==> config.mk <==
export PLATFORM = sky130hd
export DESIGN_NAME = w_input_conditioner
export DESIGN_NICKNAME = d
export VERILOG_FILES = /design/src/rtl/w_input_conditioner_pkg.sv /design/src/rtl/w_input_conditioner_sync_chain.sv /design/src/rtl/w_input_conditioner.sv
export SDC_FILE = /design/constraint.sdc
export NUM_CORES = 1
export LEC_CHECK = 0
export CAP_MARGIN = 40
export CELL_PAD_IN_SITES_DETAIL_PLACEMENT = 1
export CELL_PAD_IN_SITES_GLOBAL_PLACEMENT = 2
export CORE_ASPECT_RATIO = 1.4
export CORE_MARGIN = 2
export CORE_UTILIZATION = 36
export DETAILED_ROUTE_END_ITERATION = 12
export HOLD_SLACK_MARGIN = 0.15
export PLACE_DENSITY_LB_ADDON = 0.1
export SKIP_CTS_REPAIR_TIMING = 1
export SYNTH_ARGS = -nofsm -noshare
export SYNTH_HDL_FRONTEND = slang
export SYNTH_SLANG_ARGS = --single-unit
==> constraint.sdc <==
create_clock -name clk -period 4 [get_ports clk]
set_clock_uncertainty 0.15 [all_clocks]
set_input_delay 0.8 -clock clk [delete_from_list [all_inputs] [get_ports clk]]
set_output_delay 0.8 -clock clk [all_outputs]
set_load 0.02 [all_outputs]
==> src/rtl/w_input_conditioner_pkg.sv <==
// rtl/w_input_conditioner_pkg.sv - shared state encodings and defaults for the w input conditioner
package w_input_conditioner_pkg;

  typedef enum logic [1:0] {
    ST_LO     = 2'b00,
    ST_CHK_HI = 2'b01,
    ST_HI     = 2'b10,
    ST_CHK_LO = 2'b11
  } state_t;

  localparam int DEF_SYNC_STAGES     = 2;
  localparam int DEF_DEBOUNCE_CYCLES = 4;

endpackage

==> src/rtl/w_input_conditioner_sync_chain.sv <==
// rtl/w_input_conditioner_sync_chain.sv - plain flip-flop synchroniser for one asynchronous level
module sync_chain #(
  parameter int STAGES = 2
) (
  input  logic clk,
  input  logic reset,
  input  logic d,
  output logic q
);

  logic [STAGES-1:0] sr;

  always_ff @(posedge clk or negedge reset) begin
    if (!reset) begin
      sr <= '0;
    end else begin
      sr <= {sr[STAGES-2:0], d};
    end
  end

  assign q = sr[STAGES-1];

endmodule

==> src/rtl/w_input_conditioner.sv <==
// rtl/w_input_conditioner.sv - synchronise and debounce raw w, with edge pulses and rise counter
module w_input_conditioner
  import w_input_conditioner_pkg::*;
#(
  parameter int SYNC_STAGES     = DEF_SYNC_STAGES,
  parameter int DEBOUNCE_CYCLES = DEF_DEBOUNCE_CYCLES,
  parameter int CNT_W           = 4,
  parameter int EVT_W           = 8
) (
  input  logic             clk,
  input  logic             reset,
  input  logic             w_raw,
  output logic             w,
  output logic             w_rise,
  output logic             w_fall,
  output logic [EVT_W-1:0] evt_count
);

  localparam logic [CNT_W-1:0] CNT_LAST = CNT_W'(DEBOUNCE_CYCLES - 1);

  logic             w_sync;
  state_t           state, state_n;
  logic [CNT_W-1:0] cnt, cnt_n;
  logic             w_n, rise_n, fall_n;
  logic [EVT_W-1:0] evt_n;

  sync_chain #(.STAGES(SYNC_STAGES)) u_sync (
    .clk   (clk),
    .reset (reset),
    .d     (w_raw),
    .q     (w_sync)
  );

  always_ff @(posedge clk or negedge reset) begin
    if (!reset) begin
      state     <= ST_LO;
      cnt       <= '0;
      w         <= 1'b0;
      w_rise    <= 1'b0;
      w_fall    <= 1'b0;
      evt_count <= '0;
    end else begin
      state     <= state_n;
      cnt       <= cnt_n;
      w         <= w_n;
      w_rise    <= rise_n;
      w_fall    <= fall_n;
      evt_count <= evt_n;
    end
  end

  // cnt defaults to 0 so every path that does not extend a run restarts it
  always_comb begin
    state_n = state;
    cnt_n   = '0;
    w_n     = w;
    rise_n  = 1'b0;
    fall_n  = 1'b0;
    evt_n   = evt_count;
    case (state)
      ST_LO: begin
        w_n = 1'b0;
        if (w_sync) begin
          state_n = ST_CHK_HI;
          cnt_n   = CNT_W'(1);
        end
      end
      ST_CHK_HI: begin
        w_n = 1'b0;
        if (!w_sync) begin
          state_n = ST_LO;
        end else if (cnt == CNT_LAST) begin
          state_n = ST_HI;
          w_n     = 1'b1;
          rise_n  = 1'b1;
          evt_n   = evt_count + 1'b1;
        end else begin
          cnt_n = cnt + 1'b1;
        end
      end
      ST_HI: begin
        w_n = 1'b1;
        if (!w_sync) begin
          state_n = ST_CHK_LO;
          cnt_n   = CNT_W'(1);
        end
      end
      ST_CHK_LO: begin
        w_n = 1'b1;
        if (w_sync) begin
          state_n = ST_HI;
        end else if (cnt == CNT_LAST) begin
          state_n = ST_LO;
          w_n     = 1'b0;
          fall_n  = 1'b1;
        end else begin
          cnt_n = cnt + 1'b1;
        end
      end
      default: begin
        state_n = ST_LO;
        w_n     = 1'b0;
      end
    endcase
  end

endmodule

Word level (Yosys, flattened, before mapping):

Cells that the tools add are included.

* add/sub/neg operators: 2
* $mul: 0
* divide/modulo/power cells: 0
* magnitude comparators: 0
* equality and inequality tests: 8
* shift operators: 0
* muxes and demuxes: 21
* bitwise logic cells: 0
* reduce and logical (&&, ||, !) cells: 3

Operators with widths (count)
* 4-bit one-hot mux with 4 select lines: 1
* 2-bit two-way mux: 6
* 4-bit two-way mux: 3
* 1-bit two-way mux: 9
* 8-bit by 1-bit adder with 8-bit output, second input constant: 1
* 2-bit one-hot mux with 4 select lines: 1
* 4-bit by 1-bit adder with 4-bit output, second input constant: 1
* 2-bit equality test, second input constant: 2
* 4-bit by 2-bit equality test with 1-bit output, second input constant: 1
* 1-bit one-hot mux with 4 select lines: 1
* 4-bit AND reduction: 1
* 3-bit by 2-bit inequality test with 1-bit output, second input constant: 1
* 3-bit inequality test, second input constant: 1
* 3-bit AND reduction: 1
* 2-bit by 1-bit equality test with 1-bit output, second input constant: 1
* 2-bit logical NOT: 1
* 2-bit by 1-bit inequality test with 1-bit output, second input constant: 1
* 2-bit inequality test, second input constant: 1

* register bits: 19
* bits in latches: 0
* bits in writable memories: 0
* bits in read-only memories: 0
* input port bits: 3
* output and inout bits: 11
* word-level logic and storage cells: 41
* memories: 0

Longest topological paths before layout:

Gate-level depths: netlist of run 1.

* depth after elaboration: 4
* gate-level depth with buffers: 4
* depth with buffers taken out: 4

Hierarchy:

A second synthesis of run 1 with hierarchy kept.

* cell total of the unflattened synthesis: 65
* area, all modules: 810.8 um^2

By module, submodules not included
* w_input_conditioner: times used 1, cells an instance 63, area each 760.7 um^2, seq. area each 425.4 um^2
* sync_chain: times used 1, cells an instance 2, area each 50.0 um^2, seq. area each 50.0 um^2

Worst setup path before layout of run 1:

No wires, ideal clock.

* kind: flip-flop to flip-flop
* from: register cnt[0]
* to: register evt_count[1]
* library setup time: 0.125 ns
* arrival time: 1.225 ns
* required time: 3.725 ns
* slack: 2.500 ns
* cell stages (with the launch flop): 5
* buffers on the path: 0
* period minus slack after synthesis: 1.500 ns
* cell sequence: dfrtp_1 > ha_1 > and4bb_4 > nand2_4 > mux2_4

* longest elaborated chain between the ends: 2

RTL lines
* start, declared: line w_input_conditioner.sv:23 `logic [CNT_W-1:0] cnt, cnt_n;`
* start signal, assigned: line w_input_conditioner.sv:44 `cnt <= cnt_n;`
* 4-bit by 2-bit equality test with 1-bit output: line w_input_conditioner.sv:72 `end else if (cnt == CNT_LAST) begin`
* 3-bit AND reduction (no line)
* end signal, assigned: line w_input_conditioner.sv:48 `evt_count <= evt_n;`
* end, declared: line w_input_conditioner.sv:16 `output logic [EVT_W-1:0] evt_count`

Every way passes these cells.
A chain may end at the register's enable or synchronous reset.

Worst setup path after layout of run 1:

* from: register evt_count[0]
* to: output port evt_count[0]

No word-level cell between the ends.

==> reports/results.md, run 1 <==
* **power per unit of standard cell area** 458 mW/mm²
* **shortest period the worst path allows** 2.36 ns
* **Filler cells** 244
* **Post-Synthesis Cell Area** 830 µm²
* **Syn Area/Cell** 13.0 µm²
* **CP Class** flop to output port
* **maximum number of pins on one net before global-route repair** 14
* **Worst path slowest cell** sky130_fd_sc_hd__clkdlybuf4s50_1
* **critical-path maximum fanout** 6
* **yosys synthesis warning count** 0
* **number of hold-slack violations in the final timing report** 0
* **arrival time worst endpoint** 1.41 ns
* **Residual DRC** 0
* **number of cells in the finished layout apart from fillers** 104
* **Data required, critical path** 3.05 ns
* **count of input and output buffers** 13
* **proportion of register bits with asynchronous set or reset after synthesis** 100%
* **antenna violations before repair** 0
* **total CTS buffers** 3
* **Hold/Removal Path Class** flop to flop
* **clock tree buffer depth** 2
* **share of final-layout standard cells stronger than drive strength 1** 12.2%
* **Syn Inst Count** 64
* **top sig layer** met4
* **number of buffer and inverter instances along the worst setup path** 1
* **post-synthesis register bit count** 19
* **crit-path cells** clkdlybuf4s50_1
* **DIE WIDTH** 44.6 µm
* **total via count after detailed routing** 536
* **transition time of the tightest slew-check pin** 0.362 ns
* **number of cells after detailed placement** 100
* **ys flop type** sky130_fd_sc_hd__dfrtp_1
* **clock sink count** 19
* **unrepaired setup endpoints after global routing** no
* **most frequently used cell type in the post-synthesis netlist** sky130_fd_sc_hd__dfrtp_1
* **cell family with the largest share of critical-path delay** buffers and inverters
* **unique cell type count in the Yosys netlist** 22
* **Vias per Instance** 5.15
* **detailed placer's ending HPWL** 1220 µm
* **Total Nets Final** 88
* **TritonCTS clock tree** built
* **EDFF count, synth** 0
* **number of nets still failing antenna checks after routing** 0
* **largest area contributor in the synthesized netlist** sky130_fd_sc_hd__dfrtp_1
* **portion of the post-synthesis area used by sequential elements** 57.3%
* **routed wire length** 1560 µm
* **initial core utilization** 38.1%
* **area enclosed by the die boundary** 0.00271 mm²
* **worst slew margin relative to its limit** 75.8%
* **row count** 20
* **average routed wire per standard cell** 15.0 µm
* **placeable core area** 0.00218 mm²
* **clock root buffer** sky130_fd_sc_hd__clkbuf_4
* **list of most frequent post-synthesis cells** 19 x sky130_fd_sc_hd__dfrtp_1, 5 x sky130_fd_sc_hd__nand2_1, 5 x sky130_fd_sc_hd__nand3_1, 5 x sky130_fd_sc_hd__xnor2_1, 5 x sky130_fd_sc_hd__xor2_1
* **Chip Height** 60.8 µm
* **CTS clock-pin slew for the worst setup and hold paths** 0.11 ns
* **leakage component of the power** 0.000487 µW
* **count of max-cap constraint violations** 0
* **clock insertion delay at the later pin of the skew report** 0.29 ns
* **crit path capture type** output port
* **count of H-tree levels built during CTS** 1
* **critical path's largest stage delay** 0.65 ns
* **outcome** finished clean
* **peak supply drop** 0.000200 V
* **kind of launch point of the worst setup path** flop
* **num ports** 14
* **final setup violating endpoints** 0
* **met2 routed wirelength** 862 µm
* **metal3 WL** 37 µm
* **portion of synthesized cell area occupied by the leading cell type** 57.3%
* **first-pass detailed-route iteration total** 2
* **Post-Route Setup TNS** 0 ns
* **violation count after the first detailed-routing iteration** 5
* **cell types occupying the most area after synthesis** sky130_fd_sc_hd__dfrtp_1 57%, sky130_fd_sc_hd__xnor2_1 5.3%, sky130_fd_sc_hd__xor2_1 5.3%
* **diodes inserted** 0
* **via count of the first global-routing pass** 567
* **sum of overflow across all layers after global routing** 0
* **post-synthesis net count** 69
* **portion of the clock cycle consumed by the worst path in the final layout** 59.1%
* **M1 wire length** 644 µm
* **final estimated routing congestion in global placement** 0.750
* **number of pins exceeding their max-slew limit in the final report** 0
* **f_max** 423 MHz
* **Area growth syn-to-layout** 24.0%
* **GRT Total Usage** 14.0%
* **wire length of the first global-routing pass** 2660 µm
## worst paths after layout
kind	startpoint	to	slack, ns	depth (start not counted)
min	u_sync.sr[0]	u_sync.sr[1]	0.21	0
max	evt_count[0]	evt_count[0]	1.64	1
min reg2reg	u_sync.sr[0]	u_sync.sr[1]	0.21	0
min in group asynchronous	reset	evt_count[1]	0.62	1
max in group asynchronous	reset	w_fall	2.66	2
max reg2reg	cnt[0]	evt_count[1]	2.42	4
## logic make-up after synthesis
family | synth area share [%]
fa+ha+maj | 3.02
mux | 1.81
xor+xnor | 10.6
buf+inv | 1.36
flops | 57.3
compound gates | 1.21
simple gates | 24.7
## final cells by class
type	count	area (µm²)	share of cell area, %
flip-flops and latches	19	475	46.2
clock buffers	4	26.3	2.55
inverters	3	11.3	1.09
multi-input cells	42	343	33.3
well taps	22	27.5	2.68
repair buffers	14	145	14.1
## layout by cell type, fill, tap and decap left out, drive strengths merged, types with 2 or more instances in the layout
cell type	count
dfrtp	19
clkdlybuf4s50	13
nand2	6
xor2	5
nand3	5
xnor2	5
clkbuf	4
inv	3
nor3	3
a21oi	2
nor2	2
and3	2
ha	2
## report_power, final
part / switching (µW) / internal, µW
Combinational: 57.9 / 59.3
Sequential: 37.9 / 223
Clock: 54.7 / 38.7
Total: 150 / 321
## state kept, by name, indices dropped and copies added (netlist names), named ones only
signal	cells
cnt	4
evt_count	8
state	1
u_sync.sr	2
w	1
w_fall	1
w_rise	1
## stage by stage
stage          setup WS (ns)  hold slack [ns]  power (µW)  utilization [%]  instance area (µm²)
5_1_grt                 1.59            0.232         507             47.2                 1030
2_1_floorplan           2.50            0.181         332                -                  830
3_5_place_dp            1.98            0.196         385             46.0                 1000
6_report                1.64            0.214         472             47.2                 1030
3_3_place_gp            1.96            0.184         378             45.3                  987
4_1_cts                 1.62            0.220         482             47.2                 1030
## layer usage
metal / vias up / GRT usage, %
met1: 274 / 16.9
li1: 253 / -
met3: 2 / 2.08
met5: - / 0
met2: 7 / 23.6
met4: 0 / 7.79
No activity file was read; power rests on OpenSTA's default activity.
==> run 2, diff against run 1 <==
--- a/config.mk
+++ b/config.mk
@@ -10,7 +10,7 @@
 export CELL_PAD_IN_SITES_GLOBAL_PLACEMENT = 2
 export CORE_ASPECT_RATIO = 1.4
 export CORE_MARGIN = 2
-export CORE_UTILIZATION = 36
+export CORE_UTILIZATION = 34
 export DETAILED_ROUTE_END_ITERATION = 12
 export HOLD_SLACK_MARGIN = 0.15
 export PLACE_DENSITY_LB_ADDON = 0.1
==> constraint.sdc (replaced) <==
create_clock -name clk -period 2.4 [get_ports clk]
set_clock_uncertainty 0.15 [all_clocks]
set_input_delay 0.48 -clock clk [delete_from_list [all_inputs] [get_ports clk]]
set_output_delay 0.48 -clock clk [all_outputs]
set_load 0.02 [all_outputs]
==> reports/results.md, run 2 (synthesis results as in run 1) <==
* **most used cells in the layout excluding fill and tap cells** 19 x sky130_fd_sc_hd__dfrtp_1, 13 x sky130_fd_sc_hd__clkdlybuf4s50_1
* **cell family with the largest share of critical-path delay** buffers and inverters
* **outcome** finished clean
* **total CTS buffers** 3, unchanged
* **total via count after detailed routing** 541, +0.93%
* **first-pass detailed-route iteration total** 2, unchanged
* **reg2reg start** cnt[0]
* **Hold/Removal Path Class** flop to flop
* **number of cells in the finished layout apart from fillers** 105, +0.96%
* **path length in cells of the critical path** 1, unchanged
* **flip-flop count of the largest register after layout** 8, unchanged
* **clock root buffer** sky130_fd_sc_hd__clkbuf_4
* **register name with the most flops** evt_count
* **total power consumption of the routed design** 786 µW, +67%
* **crit-path cells** clkdlybuf4s50_1
* **routed wire length** 1510 µm, -3.2%
* **detailed placer's ending HPWL** 1140 µm, -7.0%
* **Area growth syn-to-layout** 23.2%
* **critical path's largest stage delay** 0.64 ns, about the same
* **number of nets still failing antenna checks after routing** 0, unchanged
* **portion of the clock cycle consumed by the worst path in the final layout** 83.9%
* **arrival time worst endpoint** 1.38 ns, -0.03 ns
* **number of cells after detailed placement** 101, +1.0%
* **via count of the first global-routing pass** 592, +4.4%
* **leading registers by flop count** evt_count (8), cnt (4), u_sync.sr (2)
* **share of final-layout standard cells stronger than drive strength 1** 12.2%, unchanged
* **final setup violating endpoints** 0, unchanged
* **Post-Route Hold Slack** 0.211 ns, -0.00268 ns
* **average routed wire per standard cell** 14.4 µm, -4.1%
* **diodes inserted** 0, unchanged
* **Post-Route Setup TNS** 0 ns, unchanged
* **instance count along the most critical hold path** 0, unchanged
* **Min-Delay Startpoint** u_sync.sr[0]
* **Filler cells** 268, +9.8%
* **f_max** 496 MHz
* **Chip Height** 62.4 µm, +2.7%
* **worst slew margin relative to its limit** 79.0%, +3.3 points
* **maximum number of pins on one net before global-route repair** 20, +6
* **Crit. Startpoint** evt_count[0]
* **crit path capture type** output port
* **row count** 21, +5.0%
* **placeable core area** 0.00236 mm², +8.6%
* **number of pins exceeding their max-slew limit in the final report** 0, unchanged
* **wire length of the first global-routing pass** 2800 µm, +5.5%
* **Worst path slowest cell** sky130_fd_sc_hd__clkdlybuf4s50_1
* **final standard cell area without fillers** 0.00102 mm², -0.61%
* **critical-path maximum fanout** 6, unchanged
* **kind of launch point of the worst setup path** flop
* **worst-case register-to-register setup slack** 0.78 ns, -1.64 ns
* **most common library cell in the layout ignoring fill and taps** sky130_fd_sc_hd__dfrtp_1
* **CTS clock-pin slew for the worst setup and hold paths** 0.10 ns, about the same
* **count of input and output buffers** 13, unchanged
* **Total Nets Final** 88, unchanged
* **antenna violations before repair** 0, unchanged
* **number of buffer and inverter instances along the worst setup path** 1, unchanged
* **unrepaired setup endpoints after global routing** no
* **TritonCTS clock tree** built
* **shortest period the worst path allows** 2.01 ns
* **peak supply drop** 0.000371 V, +86%
* **leakage component of the power** 0.000484 µW, -0.54%
* **area post-placement** 996 µm², -0.62%
* **Data required, critical path** 1.77 ns, -1.28 ns
* **clock insertion delay at the later pin of the skew report** 0.29 ns, about the same
* **transition time of the tightest slew-check pin** 0.314 ns, -0.0480 ns
* **Worst Reg2Reg Path Length in Cells** 4, unchanged
* **power per unit of standard cell area** 769 mW/mm², +68%
* **count of max-cap constraint violations** 0, unchanged
* **area enclosed by the die boundary** 0.00286 mm², +5.4%
* **Vias per Instance** 5.15, about the same
* **DIE WIDTH** 45.7 µm, +2.6%
* **number of hold-slack violations in the final timing report** 0, unchanged
* **GRT Total Usage** 13.8%, -0.23 points
* **violation count after the first detailed-routing iteration** 6, +1
* **clock sink count** 19, unchanged
* **initial core utilization** 35.1%, -3.0 points
* **count of H-tree levels built during CTS** 1, unchanged
* **CP Class** flop to output port
* **clock tree buffer depth** 2, unchanged
* **final estimated routing congestion in global placement** 0.683, -9.0%
* **num ports** 14, unchanged
* **sum of overflow across all layers after global routing** 0, unchanged
* **Residual DRC** 0, unchanged
[run 2: cell counts in the layout (fill, tap and decap cells not counted)]
No cell type changed its count.
[run 2: layout make-up]
type / instances / area [µm²] / share of cell area, %
Sequential cell: 19 / 475 / 46.5
Timing Repair Buffer: 14 / 138 / 13.5
Tap cell: 23 / 28.8 / 2.82
Clock buffer: 4 / 26.3 / 2.57
Multi-Input combinational cell: 42 / 343 / 33.5
Inverter: 3 / 11.3 / 1.10
[run 2: power by group]
part	internal, µW	total (µW)	switching (µW)
Combinational	98.3	194	95.4
Sequential	372	432	60.5
Clock	64.7	160	95.4
Total	535	786	251
[run 2: worst paths after layout]
path                                               to
setup / recovery                         evt_count[0]
hold / removal                           u_sync.sr[1]
setup reg to reg                         evt_count[1]
hold reg to reg                          u_sync.sr[1]
max in group asynchronous                evt_count[0]
min in group asynchronous  asynchronous set/reset pin
[run 2: metrics by stage]
step	worst slack, ns	util (%)
5_1_grt	0.312	43.2
2_1_floorplan	0.900	-
6_report	0.385	43.2
3_3_place_gp	0.714	42.1
4_1_cts	0.369	43.2
3_5_place_dp	0.717	42.1
[run 2: per-layer routing]
layer  track usage (%)  wire length (µm)
met3              1.73                39
met1              17.7               647
met4              8.57                49
met2              21.1               776
met5                 0                 0
[run 2: worst reg2reg max path: stages, from the launching register on]
cell	delay [ns]
sky130_fd_sc_hd__dfrtp_1	0.39
sky130_fd_sc_hd__ha_1	0.27
sky130_fd_sc_hd__and4bb_4	0.32
sky130_fd_sc_hd__nand2_4	0.08
sky130_fd_sc_hd__mux2_4	0.30
==> run 3, diff against run 2 <==
==> constraint.sdc (replaced) <==
create_clock -name clk -period 1.95 [get_ports clk]
set_clock_uncertainty 0.15 [all_clocks]
set_input_delay 0.39 -clock clk [delete_from_list [all_inputs] [get_ports clk]]
set_output_delay 0.39 -clock clk [all_outputs]
set_load 0.02 [all_outputs]
==> reports/results.md, run 3 (synthesis results as in run 1) <==
* **number of cells after detailed placement** 101, unchanged
* **sum of overflow across all layers after global routing** 0, unchanged
* **count of input and output buffers** 13, unchanged
* **flip-flop count of the largest register after layout** 8, unchanged
* **DIE WIDTH** 45.7 µm, unchanged
* **violation count after the first detailed-routing iteration** 4, -2
* **antenna violations before repair** 0, unchanged
* **GRT Total Usage** 12.7%, -1.1 points
* **maximum number of pins on one net before global-route repair** 20, unchanged
* **Hold/Removal Path Class** flop to flop
* **final standard cell area without fillers** 0.00103 mm², +0.98%
* **Residual DRC** 0, unchanged
* **power per unit of standard cell area** 928 mW/mm², +21%
* **number of buffer and inverter instances along the worst setup path** 1, unchanged
* **Min-Delay Startpoint** u_sync.sr[0]
* **Vias per Instance** 5.19, +0.74%
* **outcome** finished clean
* **critical path's largest stage delay** 0.62 ns, -0.02 ns
* **detailed placer's ending HPWL** 1070 µm, -5.7%
* **Internal Pwr Total** 655 µW, +22%
* **via count of the first global-routing pass** 595, +0.51%
* **Worst path slowest cell** sky130_fd_sc_hd__clkdlybuf4s50_1
* **reg2reg start** cnt[0]
* **Data required, critical path** 1.41 ns, -0.36 ns
* **number of nets still failing antenna checks after routing** 0, unchanged
* **number of pins exceeding their max-slew limit in the final report** 0, unchanged
* **Chip Height** 62.4 µm, unchanged
* **row count** 21, unchanged
* **Total Nets Final** 88, unchanged
* **number of cells in the finished layout apart from fillers** 105, unchanged
* **num ports** 14, unchanged
* **count of H-tree levels built during CTS** 1, unchanged
* **Flop pwr share** 55.3%, +0.3 points
* **arrival time worst endpoint** 1.32 ns, -0.06 ns
* **clock insertion delay at the later pin of the skew report** 0.28 ns, about the same
* **most used cells in the layout excluding fill and tap cells** 19 x sky130_fd_sc_hd__dfrtp_1, 9 x sky130_fd_sc_hd__clkdlybuf4s50_1
* **M1 wire length** 638 µm, -1.4%
* **top sig layer** met4
* **critical-path maximum fanout** 4, -2
* **leakage component of the power** 0.000553 µW, +14%
* **clock root buffer** sky130_fd_sc_hd__clkbuf_4
* **worst slew margin relative to its limit** 81.2%, +2.2 points
* **switching component of the power** 303 µW, +21%
* **final setup violating endpoints** 0, unchanged
* **leading registers by flop count** evt_count (8), cnt (4), u_sync.sr (2)
* **unrepaired setup endpoints after global routing** no
* **most common library cell in the layout ignoring fill and taps** sky130_fd_sc_hd__dfrtp_1
* **total power consumption of the routed design** 958 µW, +22%
* **final estimated routing congestion in global placement** 0.716, +4.9%
* **crit-path cells** clkdlybuf4s50_1
* **register name with the most flops** evt_count
* **TritonCTS clock tree** built
* **share of final-layout standard cells stronger than drive strength 1** 12.2%, unchanged
* **average routed wire per standard cell** 14.3 µm, -0.93%
* **CP Class** flop to output port
* **transition time of the tightest slew-check pin** 0.282 ns, -0.0329 ns
* **number of hold-slack violations in the final timing report** 0, unchanged
* **total via count after detailed routing** 545, +0.74%
* **instance count along the most critical hold path** 0, unchanged
* **Worst Reg2Reg Path Length in Cells** 4, unchanged
* **clock network fraction of total power** 20.2%, -0.2 points
* **clock tree buffer depth** 2, unchanged
* **first-pass detailed-route iteration total** 4, +2
* **area post-placement** 996 µm², unchanged
* **worst-case register-to-register setup slack** 0.33 ns, -0.45 ns
* **diodes inserted** 0, unchanged
* **portion of the clock cycle consumed by the worst path in the final layout** 95.4%
* **placeable core area** 0.00236 mm², unchanged
* **wire length of the first global-routing pass** 2660 µm, -4.9%
* **Critical R2R Capture** evt_count[1]
* **peak supply drop** 0.000402 V, +8.3%
* **CTS clock-pin slew for the worst setup and hold paths** 0.10 ns, about the same
* **crit path capture type** output port
* **clock sink count** 19, unchanged
* **initial core utilization** 35.1%, unchanged
* **routed wire length** 1500 µm, -0.93%
* **cell family with the largest share of critical-path delay** buffers and inverters
* **metal3 WL** 55 µm, +41%
* **kind of launch point of the worst setup path** flop
* **f_max** 538 MHz
* **shortest period the worst path allows** 1.86 ns
* **portion of total power attributed to combinational logic** 24.4%, -0.2 points
* **Area growth syn-to-layout** 24.4%
* **Post-Route Hold Slack** 0.216 ns, +0.00410 ns
* **count of max-cap constraint violations** 0, unchanged
* **area enclosed by the die boundary** 0.00286 mm², unchanged
* **met2 routed wirelength** 781 µm, +0.64%
* **Net Sw Frac** 31.7%, -0.33 points
* **Worst Hold Endpoint** u_sync.sr[1]
* **total CTS buffers** 3, unchanged
-- run 3: power groups by stage --
stage	logic [µW]	clock network (µW)	registers [µW]
CTS	241	209	534
global placement	236	0	540
finish	234	194	530
global route	261	228	545
detailed placement	240	0	540
floorplan	129	0	553
-- run 3: through the flow --
step                TNS, ns  util [%]  setup WS [ns]
floorplan                 0         -          0.450
global placement          0      42.1          0.326
detailed placement        0      42.1          0.344
CTS                 -0.0231      43.2        -0.0197
global route              0      43.7         0.0101
finish                    0      43.7         0.0896
-- run 3: layer usage --
layer / vias up / GRT usage [%]
met5: - / 0
met4: 0 / 5.36
met3: 2 / 2.60
met2: 10 / 19.2
met1: 279 / 17.2
li1: 254 / -
-- run 3: cell type report --
cell class	count	area, µm²
Fill cell	266	1330
Tap cell	23	28.8
Clock buffer	4	26.3
Timing Repair Buffer	14	148
Sequential cell	19	475
Inverter	3	11.3
Multi-Input combinational cell	42	343
-- run 3: worst max path at each step --
stage            startpoint      endpoint  slack, ns  cells after the start
6_report       evt_count[5]  evt_count[5]       0.09                      1
4_1_cts        evt_count[0]  evt_count[0]      -0.02                      1
5_1_grt        evt_count[4]  evt_count[4]       0.01                      1
3_5_place_dp   evt_count[0]  evt_count[0]       0.34                      1
2_1_floorplan        cnt[0]  evt_count[1]       0.45                      4
3_3_place_gp   evt_count[0]  evt_count[0]       0.33                      1
